--- config.mk ---
export PLATFORM = sky130hd
export DESIGN_NAME = pipeline_stall_controller
export DESIGN_NICKNAME = d
export VERILOG_FILES = /design/src/rtl/pipeline_stall_controller.sv
export SDC_FILE = /design/constraint.sdc
export NUM_CORES = 1
export LEC_CHECK = 0
export CAP_MARGIN = 25
export CORE_AREA = 3 3 57 43
export CTS_CLUSTER_SIZE = 16
export DETAILED_ROUTE_END_ITERATION = 6
export DIE_AREA = 0 0 60 46
export GPL_ROUTABILITY_DRIVEN = 0
export HOLD_SLACK_MARGIN = 0.15
export PLACE_DENSITY = 0.78
export SLEW_MARGIN = 15
export SYNTH_ARGS = -nofsm -noshare
export SYNTH_HDL_FRONTEND = slang
export SYNTH_SLANG_ARGS = --single-unit
--- constraint.sdc ---
create_clock -name clk_i -period 4.3 [get_ports clk_i]
set_input_delay 0.43 -clock clk_i [delete_from_list [all_inputs] [get_ports clk_i]]
set_output_delay 0.43 -clock clk_i [all_outputs]
set_load 0.02 [all_outputs]
--- src/rtl/pipeline_stall_controller.sv ---
// ============================================================================
// Module   : pipeline_stall_controller
// Function : Stall and flush scheduler for a 5-stage pipeline. It also runs the
//            req/gnt/rvalid handshake for the data memory, with a timeout.
// Options  : PIPE_PERF_CNT_EN adds saturating stall-cycle and flush counters.
// Revision : 1.0
// ============================================================================
`default_nettype none

module pipeline_stall_controller #(
  parameter int REG_ADDR_W  = 5,
  parameter int MEM_TIMEOUT = 15
`ifdef PIPE_PERF_CNT_EN
  , parameter int CNT_W     = 32
`endif
) (
  input  logic                  clk_i,
  input  logic                  rst_n_i,
  input  logic                  id_ex_mem_read_i,
  input  logic [REG_ADDR_W-1:0] id_ex_registerrd_i,
  input  logic [REG_ADDR_W-1:0] if_id_registerrs1_i,
  input  logic [REG_ADDR_W-1:0] if_id_registerrs2_i,
  input  logic                  pcsrcE_i,
  input  logic                  ex_mem_mem_op_i,
  input  logic                  dmem_gnt_i,
  input  logic                  dmem_rvalid_i,
  output logic                  dmem_req_o,
  output logic                  stallF_o,
  output logic                  stallD_o,
  output logic                  stallE_o,
  output logic                  stallM_o,
  output logic                  flushD_o,
  output logic                  flushE_o,
  output logic                  flushW_o,
`ifdef PIPE_PERF_CNT_EN
  output logic [CNT_W-1:0]      perf_stall_cyc_o,
  output logic [CNT_W-1:0]      perf_flush_cnt_o,
`endif
  output logic                  dmem_err_o
);

  localparam int              TMO_W    = $clog2(MEM_TIMEOUT + 1);
  localparam logic [TMO_W-1:0] TMO_LAST = TMO_W'(MEM_TIMEOUT - 1);

  typedef enum logic [1:0] {
    ST_IDLE = 2'd0,
    ST_REQ  = 2'd1,
    ST_WAIT = 2'd2,
    ST_ERR  = 2'd3
  } state_e;

  state_e           state_q, state_d;
  logic [TMO_W-1:0] tmo_cnt_q, tmo_cnt_d;
  logic             mem_stall;
  logic             mem_req;
  logic             mem_err;
  logic             load_use;

  always_ff @(posedge clk_i or negedge rst_n_i) begin
    if (!rst_n_i) begin
      state_q   <= ST_IDLE;
      tmo_cnt_q <= '0;
    end else begin
      state_q   <= state_d;
      tmo_cnt_q <= tmo_cnt_d;
    end
  end

  // The counter keeps running across REQ->WAIT, so the budget spans both states.
  always_comb begin
    state_d   = state_q;
    tmo_cnt_d = tmo_cnt_q;
    mem_req   = 1'b0;
    mem_stall = 1'b0;
    mem_err   = 1'b0;
    case (state_q)
      ST_IDLE: begin
        mem_req   = ex_mem_mem_op_i;
        mem_stall = ex_mem_mem_op_i;
        if (ex_mem_mem_op_i) begin
          tmo_cnt_d = '0;
          state_d   = dmem_gnt_i ? ST_WAIT : ST_REQ;
        end
      end
      ST_REQ: begin
        mem_req   = 1'b1;
        mem_stall = 1'b1;
        tmo_cnt_d = tmo_cnt_q + TMO_W'(1);
        if (dmem_gnt_i) begin
          state_d = ST_WAIT;
        end else if (tmo_cnt_q >= TMO_LAST) begin
          state_d = ST_ERR;
        end
      end
      ST_WAIT: begin
        if (dmem_rvalid_i) begin
          state_d = ST_IDLE;
        end else begin
          mem_stall = 1'b1;
          tmo_cnt_d = tmo_cnt_q + TMO_W'(1);
          if (tmo_cnt_q >= TMO_LAST) begin
            state_d = ST_ERR;
          end
        end
      end
      ST_ERR: begin
        mem_stall = 1'b1;
        mem_err   = 1'b1;
      end
      default: state_d = ST_IDLE;
    endcase
  end

  assign load_use = id_ex_mem_read_i && (id_ex_registerrd_i != '0) &&
                    ((id_ex_registerrd_i == if_id_registerrs1_i) ||
                     (id_ex_registerrd_i == if_id_registerrs2_i));

  // Outputs are forced low while reset is held, independent of state.
  always_comb begin
    dmem_req_o = rst_n_i & mem_req;
    dmem_err_o = rst_n_i & mem_err;
    stallF_o   = 1'b0;
    stallD_o   = 1'b0;
    stallE_o   = 1'b0;
    stallM_o   = 1'b0;
    flushD_o   = 1'b0;
    flushE_o   = 1'b0;
    flushW_o   = 1'b0;
    if (rst_n_i) begin
      if (mem_stall) begin
        stallF_o = 1'b1;
        stallD_o = 1'b1;
        stallE_o = 1'b1;
        stallM_o = 1'b1;
        flushW_o = 1'b1;
      end else if (pcsrcE_i) begin
        flushD_o = 1'b1;
        flushE_o = 1'b1;
      end else if (load_use) begin
        stallF_o = 1'b1;
        stallD_o = 1'b1;
        flushE_o = 1'b1;
      end
    end
  end

`ifdef PIPE_PERF_CNT_EN
  logic [CNT_W-1:0] perf_stall_q, perf_stall_d;
  logic [CNT_W-1:0] perf_flush_q, perf_flush_d;

  always_comb begin
    perf_stall_d = perf_stall_q;
    perf_flush_d = perf_flush_q;
    if (stallF_o && (perf_stall_q != '1)) begin
      perf_stall_d = perf_stall_q + CNT_W'(1);
    end
    if (flushD_o && (perf_flush_q != '1)) begin
      perf_flush_d = perf_flush_q + CNT_W'(1);
    end
  end

  always_ff @(posedge clk_i or negedge rst_n_i) begin
    if (!rst_n_i) begin
      perf_stall_q <= '0;
      perf_flush_q <= '0;
    end else begin
      perf_stall_q <= perf_stall_d;
      perf_flush_q <= perf_flush_d;
    end
  end

  assign perf_stall_cyc_o = perf_stall_q;
  assign perf_flush_cnt_o = perf_flush_q;
`endif

endmodule

`default_nettype wire
# After elaboration in Yosys (flattened, before gate mapping)
# Index checks and enable logic that the tools add are counted.
[op_classes]
n_shift = 0
n_lt_le_gt_ge = 1
div = 0
eq_ne = 7
n_reduce_logical = 9
muxes = 25
n_addsub = 1
multipliers = 0
n_bitwise = 2
[op_table]
columns = ["op", "n"]
rows = [
  ["two-way mux 1 bit", 14],
  ["case mux 4 bit (3 select lines)", 1],
  ["equality test 5 bit", 2],
  ["two-way mux 2 bit", 5],
  ["two-way mux 4 bit", 2],
  ["case mux 2 bit (3 select lines)", 1],
  ["nonzero test 5 bit", 1],
  ["adder 4 x 1 -> 4 bit (second input constant)", 1],
  ["equality test 2 bit (second input constant)", 2],
  ["greater-or-equal comparator 4 bit (second input constant)", 1],
  ["!= test 2 bit (second input constant)", 2],
  ["case mux 1 bit (3 select lines)", 1],
  ["AND reduction 3 bit", 1],
  ["nonzero test 3 bit", 1],
  ["bitwise AND 1 bit", 2],
  ["equality test 2 x 1 -> 1 bit (second input constant)", 1],
  ["logical AND 1 bit", 2],
  ["zero test 2 bit", 1],
  ["case mux 1 bit (2 select lines)", 1],
  ["AND reduction 2 bit", 1],
  ["OR reduction 2 bit", 1],
  ["logical OR 1 bit", 1],
]
[word_totals]
in_bits = 22
out_inout_bits = 9
ramBits = 0
elab_cells = 47
reg_bits = 6
latchBits = 0
mem_count = 0
mem_bits_ro = 0

# Logic depth before layout (Yosys ltp)
# Gate-level depths: netlist of run 1.
[depth]
depth_word = 7
mapped_depth = 6
mapped_depth_nobuf = 6

# Least setup slack after synthesis of run 1
# OpenSTA, ideal clock, no wires.
[synth_timing]
path_kind = "reg-to-output"
from = "register state_q[1]"
to = "output flushE_o"
setup_slack_ps = 2085
required_ps = 3870
path_buffers = 0
arrival_ps = 1785
stages_incl_launch_ff = 6
cell_sequence = "dfrtp_1 > inv_1 > ha_1 > o41ai_4 > nand2_1 > o31ai_1"
[synth_between]
elab_chain_cells = 5
elab_cells_between_ends = 8
classes_between = "3 x eq/ne; 3 x mux; 2 x reduce/logical"
[synth_rtl]
columns = ["element", "line_no", "source"]
rows = [
  ["start, declared", "52", "state_e state_q, state_d;"],
  ["start signal, assigned", "64", "state_q <= state_d;"],
  ["equality test 2 x 1 -> 1 bit / equality test 2 bit (equally long branches)", "76", "case (state_q)"],
  ["OR reduction 2 bit (no source line)", "n/a", ""],
  ["case mux 1 bit (3 select lines) *", "76", ""],
  ["two-way mux 1 bit *", "130", "if (mem_stall) begin"],
  ["two-way mux 1 bit *", "129", "if (rst_n_i) begin"],
  ["end, declared", "33", "output logic flushE_o,"],
]
# Mark *: on every way between the ends. The rest lies on a longest branch, timed or not.

# Final worst setup path of run 1
# Ends and elaborated chain as after synthesis.

==> impl_summary.txt, run 1 <==
----------------------------------------------------
[Clocking]
  Insertion delay of the later-clocked pin in the worst-skew pair ... 0.23 ns
  Post-CTS setup buffers ... 0
  PostCTS Resize Cnt ... 0
  CTS tree ... yes
  Clock-pin slew on the worst setup and hold paths ... 0.04 ns
  Root buf cell ... sky130_fd_sc_hd__clkbuf_4
  Deepest level of the CTS H-tree ... 1
  Hold buffer count at CTS ... 0
  Number of buffers inserted during clock tree synthesis ... 3
  Maximum clock insertion buffer count ... 2
  Number of clock sinks ... 6

[Power]
  Maximum vdd ir drop ... 0.3568 mV
  Overall power of the completed layout ... 0.5497 mW
  Leakage power summed over all cells ... 0.4445 nW
  Share of power burned in registers ... 20.7%
  Internal Power ... 0.2917 mW
  Switching portion of total power ... 46.92%
  Part of the total power dissipated in combinational logic ... 70.6%
  Sw power ... 0.2579 mW
  Clock share of power ... 8.6%
  Total power density per cell area ... 554.0 mW/mm2

[Placed design]
  Post-placement cell count ... 128
  Instance area at placement ... 969.7 um2
  Detail Placement HPWL ... 1.530 mm
  Number of port buffers ... 30
  Post-placement setup slack ... 1.393 ns

[STA]
  Max-Slew Margin vs Limit ... 70.44%
  Unrepaired setup endpoints after global routing ... no
  Min setup slack post-route ... 1.336 ns
  Setup TNS ... 0 ns
  Final critical-path required period ... 2.964 ns
  Worst slack on hold paths ... 0.4803 ns
  Maximum clock frequency ... 337.4 MHz
  Transition at the pin with the smallest max-transition slack ... 0.4434 ns
  Final critical-path share of the clock period ... 68.93%
  Final-report hold violation count ... 0
  Post-route clock skew ... 0.0003910 ns
  Fin. max-slew vios ... 0
  Total of endpoints with negative setup slack in the final report ... 0

[Die]
  Core region area ... 0.001887 mm2
  Cell row count ... 13
  Die width ... 60 um
  Effective utilization at floorplan ... 35.21%
  I/O pin count ... 31
  Height of the die ... 46 um
  Area of the die ... 0.002760 mm2

[Logic synthesis]
  Ranking of synthesized cells by instance count ... 10 x sky130_fd_sc_hd__xor2_1, 8 x sky130_fd_sc_hd__inv_1, 7 x sky130_fd_sc_hd__ha_1
  Count of flip-flops with a built-in enable after synthesis ... 0
  Post-synthesis instance total ... 79
  Warnings from Yosys ... 0
  FF+latch count, synth ... 6
  Share of the synthesized area in the top cell type ... 22.60%
  Library cell with the highest instance count after synthesis ... sky130_fd_sc_hd__xor2_1
  Post-synthesis net count ... 108
  Syn Area/Cell ... 8.410 um2
  Register area share after synthesis ... 22.60%
  Async S/R FF share, synth ... 100.0%
  Synth unique cells ... 28
  Dominant cell type by area after synthesis ... sky130_fd_sc_hd__dfrtp_1
  Dominant synthesized flop cell ... sky130_fd_sc_hd__dfrtp_1
  Area of the mapped netlist ... 664.4 um2
  Biggest area contributors in the synthesized netlist ... sky130_fd_sc_hd__dfrtp_1 23%, sky130_fd_sc_hd__ha_1 13%, sky130_fd_sc_hd__xor2_1 13%

[Run]
  Maximum Capacitance Violations ... 0

[Detailed routing]
  Vias per Instance ... 4.977
  DRT iter0 DRCs ... 22
  Post-Route WL ... 1.749 mm
  DRT antenna net count ... 0
  WL/cell ... 13.35 um
  DRC violation count after routing ... 0
  Via Count ... 652
  1st-pass router iterations ... 4

[Critical path]
  Launching element type of the critical path ... flop
  Crit path launch ... state_q[1]$_DFFE_PN0P_
  CP max FO ... 5
  Endpoint of the most critical setup path ... flushE_o
  Required time of the critical path ... 3.87 ns
  Classification of the worst setup path ... reg2out
  Crit path capture type ... output port
  Arrival time worst endpoint ... 2.53 ns
  Reg2Reg Setup Slack ... 2.63 ns
  Worst reg2reg path startpoint ... state_q[0]$_DFFE_PN0P_
  Worst R2R Path Depth ... 5
  R2r endpoint ... state_q[0]$_DFFE_PN0P_

[Layout]
  Final instance area ... 992.2 um2
  Non-filler cells in the finished layout ... 131
  End-of-flow core utilization ... 52.59%
  Total inserted antenna cells ... 0
  Final-stage net count ... 140
  Share of layout cells above drive strength 1 ... 6.422%
  Area growth from synthesis to final layout ... 49.34%

[Global route]
  Antenna violations before repair ... 0
  Total congestion overflow after global routing ... 0
  Vias in the first global route ... 672
  Maximum number of pins on one net before global-route repair ... 11
  Global-route wire length before repair ... 2.980 mm
  GRT Resource Usage Total ... 14.42%

[Outcome]
  Outcome ... finished, final reports clean

[Hold path]
  Min-delay worst type ... in2async

----------------------------------------------------
-- critical path, cell delays in order (launching register included) --
cell	delay (ns)
sky130_fd_sc_hd__dfrtp_1	0.42
sky130_fd_sc_hd__inv_1	0.11
sky130_fd_sc_hd__ha_1	0.29
sky130_fd_sc_hd__o41ai_4	0.45
sky130_fd_sc_hd__nand2_1	0.10
sky130_fd_sc_hd__o31ai_1	0.26
sky130_fd_sc_hd__clkdlybuf4s50_1	0.66
-- routing by layer --
layer  global-route usage [%]  part of all wire, %  vias to the layer above
met1                    19.22                   49                      304
met4                    5.752                 0.97                        0
met3                    1.983                  2.7                        2
met5                        0                    0                        -
li1                         -                    -                      336
met2                    23.49                   47                       10
-- worst min-delay path by stage --
stage | to | slack (ns) | cells past startpoint
after CTS | tmo_cnt_q[3]$_DFFE_PN0P_ | 0.49 | 1
after floorplan | state_q[0]$_DFFE_PN0P_ | 0.13 | 0
after global routing | tmo_cnt_q[3]$_DFFE_PN0P_ | 0.49 | 1
after global placement | tmo_cnt_q[0]$_DFFE_PN0P_ | 0.54 | 2
after detailed placement | tmo_cnt_q[0]$_DFFE_PN0P_ | 0.56 | 2
final | tmo_cnt_q[3]$_DFFE_PN0P_ | 0.48 | 1
-- power groups by stage --
stage | sequential, mW | clock, mW | combinational, mW
2_1_floorplan | 0.104 | 0 | 0.274
3_3_place_gp | 0.110 | 0 | 0.380
4_1_cts | 0.113 | 0.0489 | 0.391
5_1_grt | 0.118 | 0.0527 | 0.428
6_report | 0.114 | 0.0475 | 0.388
3_5_place_dp | 0.114 | 0 | 0.390
-- registers in the layout (all words and copies together), names as in the netlist --
name / cells
state_q: 2
tmo_cnt_q: 4
-- cell families after synthesis --
kind of cell / count (synthesis) / share of synthesized area [%]
xor+xnor: 10 / 13.18
simple gates: 24 / 17.71
buf+inv: 11 / 7.910
compound gates: 21 / 25.43
flops: 6 / 22.60
fa+ha+maj: 7 / 13.18
-- layout by cell type, fill, tap and decap left out, types with 2 or more instances in the layout --
cell type                         instances
sky130_fd_sc_hd__nand3_1                  3
sky130_fd_sc_hd__a21oi_1                  4
sky130_fd_sc_hd__nor2_1                   6
sky130_fd_sc_hd__clkbuf_4                 3
sky130_fd_sc_hd__nor3_1                   2
sky130_fd_sc_hd__a22o_1                   2
sky130_fd_sc_hd__clkdlybuf4s50_1         30
sky130_fd_sc_hd__ha_1                     7
sky130_fd_sc_hd__o21ai_0                  4
sky130_fd_sc_hd__o31ai_1                  2
sky130_fd_sc_hd__nand2_1                  5
sky130_fd_sc_hd__xor2_1                  10
sky130_fd_sc_hd__inv_1                    8
sky130_fd_sc_hd__nand2b_1                 3
sky130_fd_sc_hd__dfrtp_1                  6
-- cell type report --
type                    instances  area (um2)
fillers                       183       894.6
multi-input cells              62       461.7
repair buffers                 30       300.3
flip-flops and latches          6       150.1
inverters                       8       30.03
well taps                      22       27.53
clock buffers                   3       22.52
Power figures use the tool's default switching activity.
==> run 2, diff against run 1 <==
clock period = 3.1 ns   (was 4.3 ns; I/O delays follow)
==> run 2 against run 1 <==
Worst hold slack got worse by 0.073 ns; global-route usage shrank 0.36 points; sequential power rose by 37%; non-clock buffer count is 1 higher; final cell count up 0.76%; combinational power rose by 38%; final area rose by 0.76%; power grew 39%; die area stayed put; via count is 4.4% higher.
==> impl_summary.txt, run 2 (synthesized netlist as in run 1, its figures left out) <==
----------------------------------------------------
[Die]
  Core region area ... 0.001887 mm2 (unchanged)
  Area of the die ... 0.002760 mm2 (unchanged)
  Height of the die ... 46 um (unchanged)
  Cell row count ... 13 (unchanged)
  Effective utilization at floorplan ... 35.21% (unchanged)
  Die width ... 60 um (unchanged)
  I/O pin count ... 31 (unchanged)

[Placed design]
  Post-placement cell count ... 129 (+0.78%)
  Detail Placement HPWL ... 1.512 mm (-1.2%)
  Instance area at placement ... 977.2 um2 (+0.77%)
  Number of port buffers ... 30 (unchanged)
  Post-placement setup slack ... 0.4640 ns (-0.9287 ns)

[Critical path]
  Crit path capture type ... output port
  Count of buffer and inverter cells on the critical path ... 2 (unchanged)
  Cell type group with the largest total delay on the critical path ... buffers and inverters
  Cell at the slowest stage of the critical path ... sky130_fd_sc_hd__clkdlybuf4s50_1
  Arrival time worst endpoint ... 2.58 ns (+0.05 ns)
  Launching element type of the critical path ... flop
  Critical path, cell by cell ... inv_1 > ha_1 > o41ai_4 > nand2_1 > o31ai_1 > clkdlybuf4s50_1
  Classification of the worst setup path ... reg2out
  Stage delay of the slowest cell on the critical path ... 0.69 ns (+0.03 ns)
  Required time of the critical path ... 2.79 ns (-1.08 ns)
  CP max FO ... 5 (unchanged)

[STA]
  Maximum clock frequency ... 345.8 MHz
  Total of endpoints with negative setup slack in the final report ... 0 (unchanged)
  Transition at the pin with the smallest max-transition slack ... 0.3972 ns (-0.04618 ns)
  Final critical-path required period ... 2.892 ns
  Setup TNS ... 0 ns (unchanged)
  Post-route clock skew ... 0.009610 ns (+0.009219 ns)
  Min setup slack post-route ... 0.2080 ns (-1.128 ns)
  Final critical-path share of the clock period ... 93.29%
  Max-Slew Margin vs Limit ... 73.52% (+3.1 points)
  Unrepaired setup endpoints after global routing ... no
  Fin. max-slew vios ... 0 (unchanged)
  Worst slack on hold paths ... 0.4070 ns (-0.07334 ns)
  Final-report hold violation count ... 0 (unchanged)

[Layout]
  Final-stage net count ... 141 (+0.71%)
  Non-filler cells in the finished layout ... 132 (+0.76%)
  Multi-input logic area ... 461.7 um2 (unchanged)
  End-of-flow core utilization ... 52.98% (+0.40 points)
  Share of layout cells above drive strength 1 ... 7.273% (+0.85 points)
  Total of fill cells in the finished design ... 174 (-4.9%)
  Total inserted antenna cells ... 0 (unchanged)
  Area growth from synthesis to final layout ... 50.47%
  Max reg flops ... 4 (unchanged)
  Commonest non-fill, non-tap cell in the layout ... sky130_fd_sc_hd__clkdlybuf4s50_1
  Commonest non-fill, non-tap cells in the layout ... 30 x sky130_fd_sc_hd__clkdlybuf4s50_1, 10 x sky130_fd_sc_hd__xor2_1, 8 x sky130_fd_sc_hd__inv_1
  Register with the highest flop count ... tmo_cnt_q
  Registers with the most flip-flops ... tmo_cnt_q (4), state_q (2)
  FF/Latch Area ... 150.1 um2 (unchanged)
  Final instance area ... 999.7 um2 (+0.76%)

[Clocking]
  CTS tree ... yes
  Deepest level of the CTS H-tree ... 1 (unchanged)
  Root buf cell ... sky130_fd_sc_hd__clkbuf_4
  Insertion delay of the later-clocked pin in the worst-skew pair ... 0.25 ns (+0.02 ns)
  Post-CTS setup buffers ... 0 (unchanged)
  Clock-pin slew on the worst setup and hold paths ... 0.05 ns (about the same)
  Maximum clock insertion buffer count ... 2 (unchanged)
  PostCTS Resize Cnt ... 0 (unchanged)
  Hold buffer count at CTS ... 0 (unchanged)
  Number of buffers inserted during clock tree synthesis ... 3 (unchanged)
  Number of clock sinks ... 6 (unchanged)

[Global route]
  GRT Resource Usage Total ... 14.06% (-0.36 points)
  Global-route wire length before repair ... 2.863 mm (-3.9%)
  Total congestion overflow after global routing ... 0 (unchanged)
  Vias in the first global route ... 626 (-6.8%)
  Antenna violations before repair ... 0 (unchanged)
  Maximum number of pins on one net before global-route repair ... 10 (-1)

[Power]
  Clock share of power ... 9.6% (+1.0 points)
  Leakage power summed over all cells ... 0.4493 nW (+1.1%)
  Sw power ... 0.3584 mW (+39%)
  Switching portion of total power ... 46.86% (-0.062 points)
  Internal Power ... 0.4064 mW (+39%)
  Share of power burned in registers ... 20.4% (-0.3 points)
  Total power density per cell area ... 764.9 mW/mm2 (+38%)
  Maximum vdd ir drop ... 0.3789 mV (+6.2%)
  Part of the total power dissipated in combinational logic ... 70.0% (-0.6 points)
  Overall power of the completed layout ... 0.7647 mW (+39%)

[Detailed routing]
  1st-pass router iterations ... 4 (unchanged)
  DRC violation count after routing ... 0 (unchanged)
  WL/cell ... 13.55 um (+1.5%)
  Post-Route WL ... 1.788 mm (+2.2%)
  DRT iter0 DRCs ... 31 (+41%)
  DRT antenna net count ... 0 (unchanged)
  Vias per Instance ... 5.159 (+3.7%)
  Via Count ... 681 (+4.4%)

[Hold path]
  Min-delay worst type ... in2async

[Outcome]
  Outcome ... finished, final reports clean

[Run]
  Maximum Capacitance Violations ... 0 (unchanged)

----------------------------------------------------
==> run 2: cell count changes in the layout (fill, tap and decap cells not counted) <==
cell,change
sky130_fd_sc_hd__buf_4,+1
==> run 2: area by class of cell <==
class,count,share of cell area (%)
Multi-Input combinational cell,62,46.18
Timing Repair Buffer,31,30.79
Sequential cell,6,15.02
Inverter,8,3.004
Tap cell,22,2.753
Clock buffer,3,2.253
==> run 2: per-layer routing <==
metal	GRT usage, %	share of wire [%]	vias up
li1	-	-	338
met1	19.53	46	315
met2	20.69	46	24
met3	4.249	5.8	4
met4	4.425	2.4	0
met5	0	0	-
==> run 2: path summary, 6_finish.rpt <==
check                                    startpoint                       end  slack (ns)  cells past startpoint
setup reg to reg             state_q[0]$_DFFE_PN0P_    state_q[0]$_DFFE_PN0P_        1.43                      5
max in group asynchronous                   rst_n_i  tmo_cnt_q[1]$_DFFE_PN0P_        2.55                      2
setup / recovery             state_q[1]$_DFFE_PN0P_                  flushE_o        0.21                      6
min in group clk_i         tmo_cnt_q[0]$_DFFE_PN0P_  tmo_cnt_q[0]$_DFFE_PN0P_        0.55                      2
hold / removal                              rst_n_i  tmo_cnt_q[3]$_DFFE_PN0P_        0.41                      2
hold reg to reg            tmo_cnt_q[0]$_DFFE_PN0P_  tmo_cnt_q[0]$_DFFE_PN0P_        0.55                      2
==> run 2: worst register-to-register path, delay by kind of cell, from the launching register on <==
kind	cells	cell delay (ns)
compound gates	3	0.75
flops	1	0.43
fa+ha+maj	1	0.25
buf+inv	1	0.11
==> run 2: power groups by stage <==
stage / Clock, mW / Sequential (mW) / Combinational, mW
after global placement: 0 / 0.151 / 0.528
after floorplan: 0 / 0.144 / 0.380
after CTS: 0.0776 / 0.153 / 0.539
final: 0.0734 / 0.156 / 0.535
after detailed placement: 0 / 0.154 / 0.535
after global routing: 0.0833 / 0.159 / 0.583
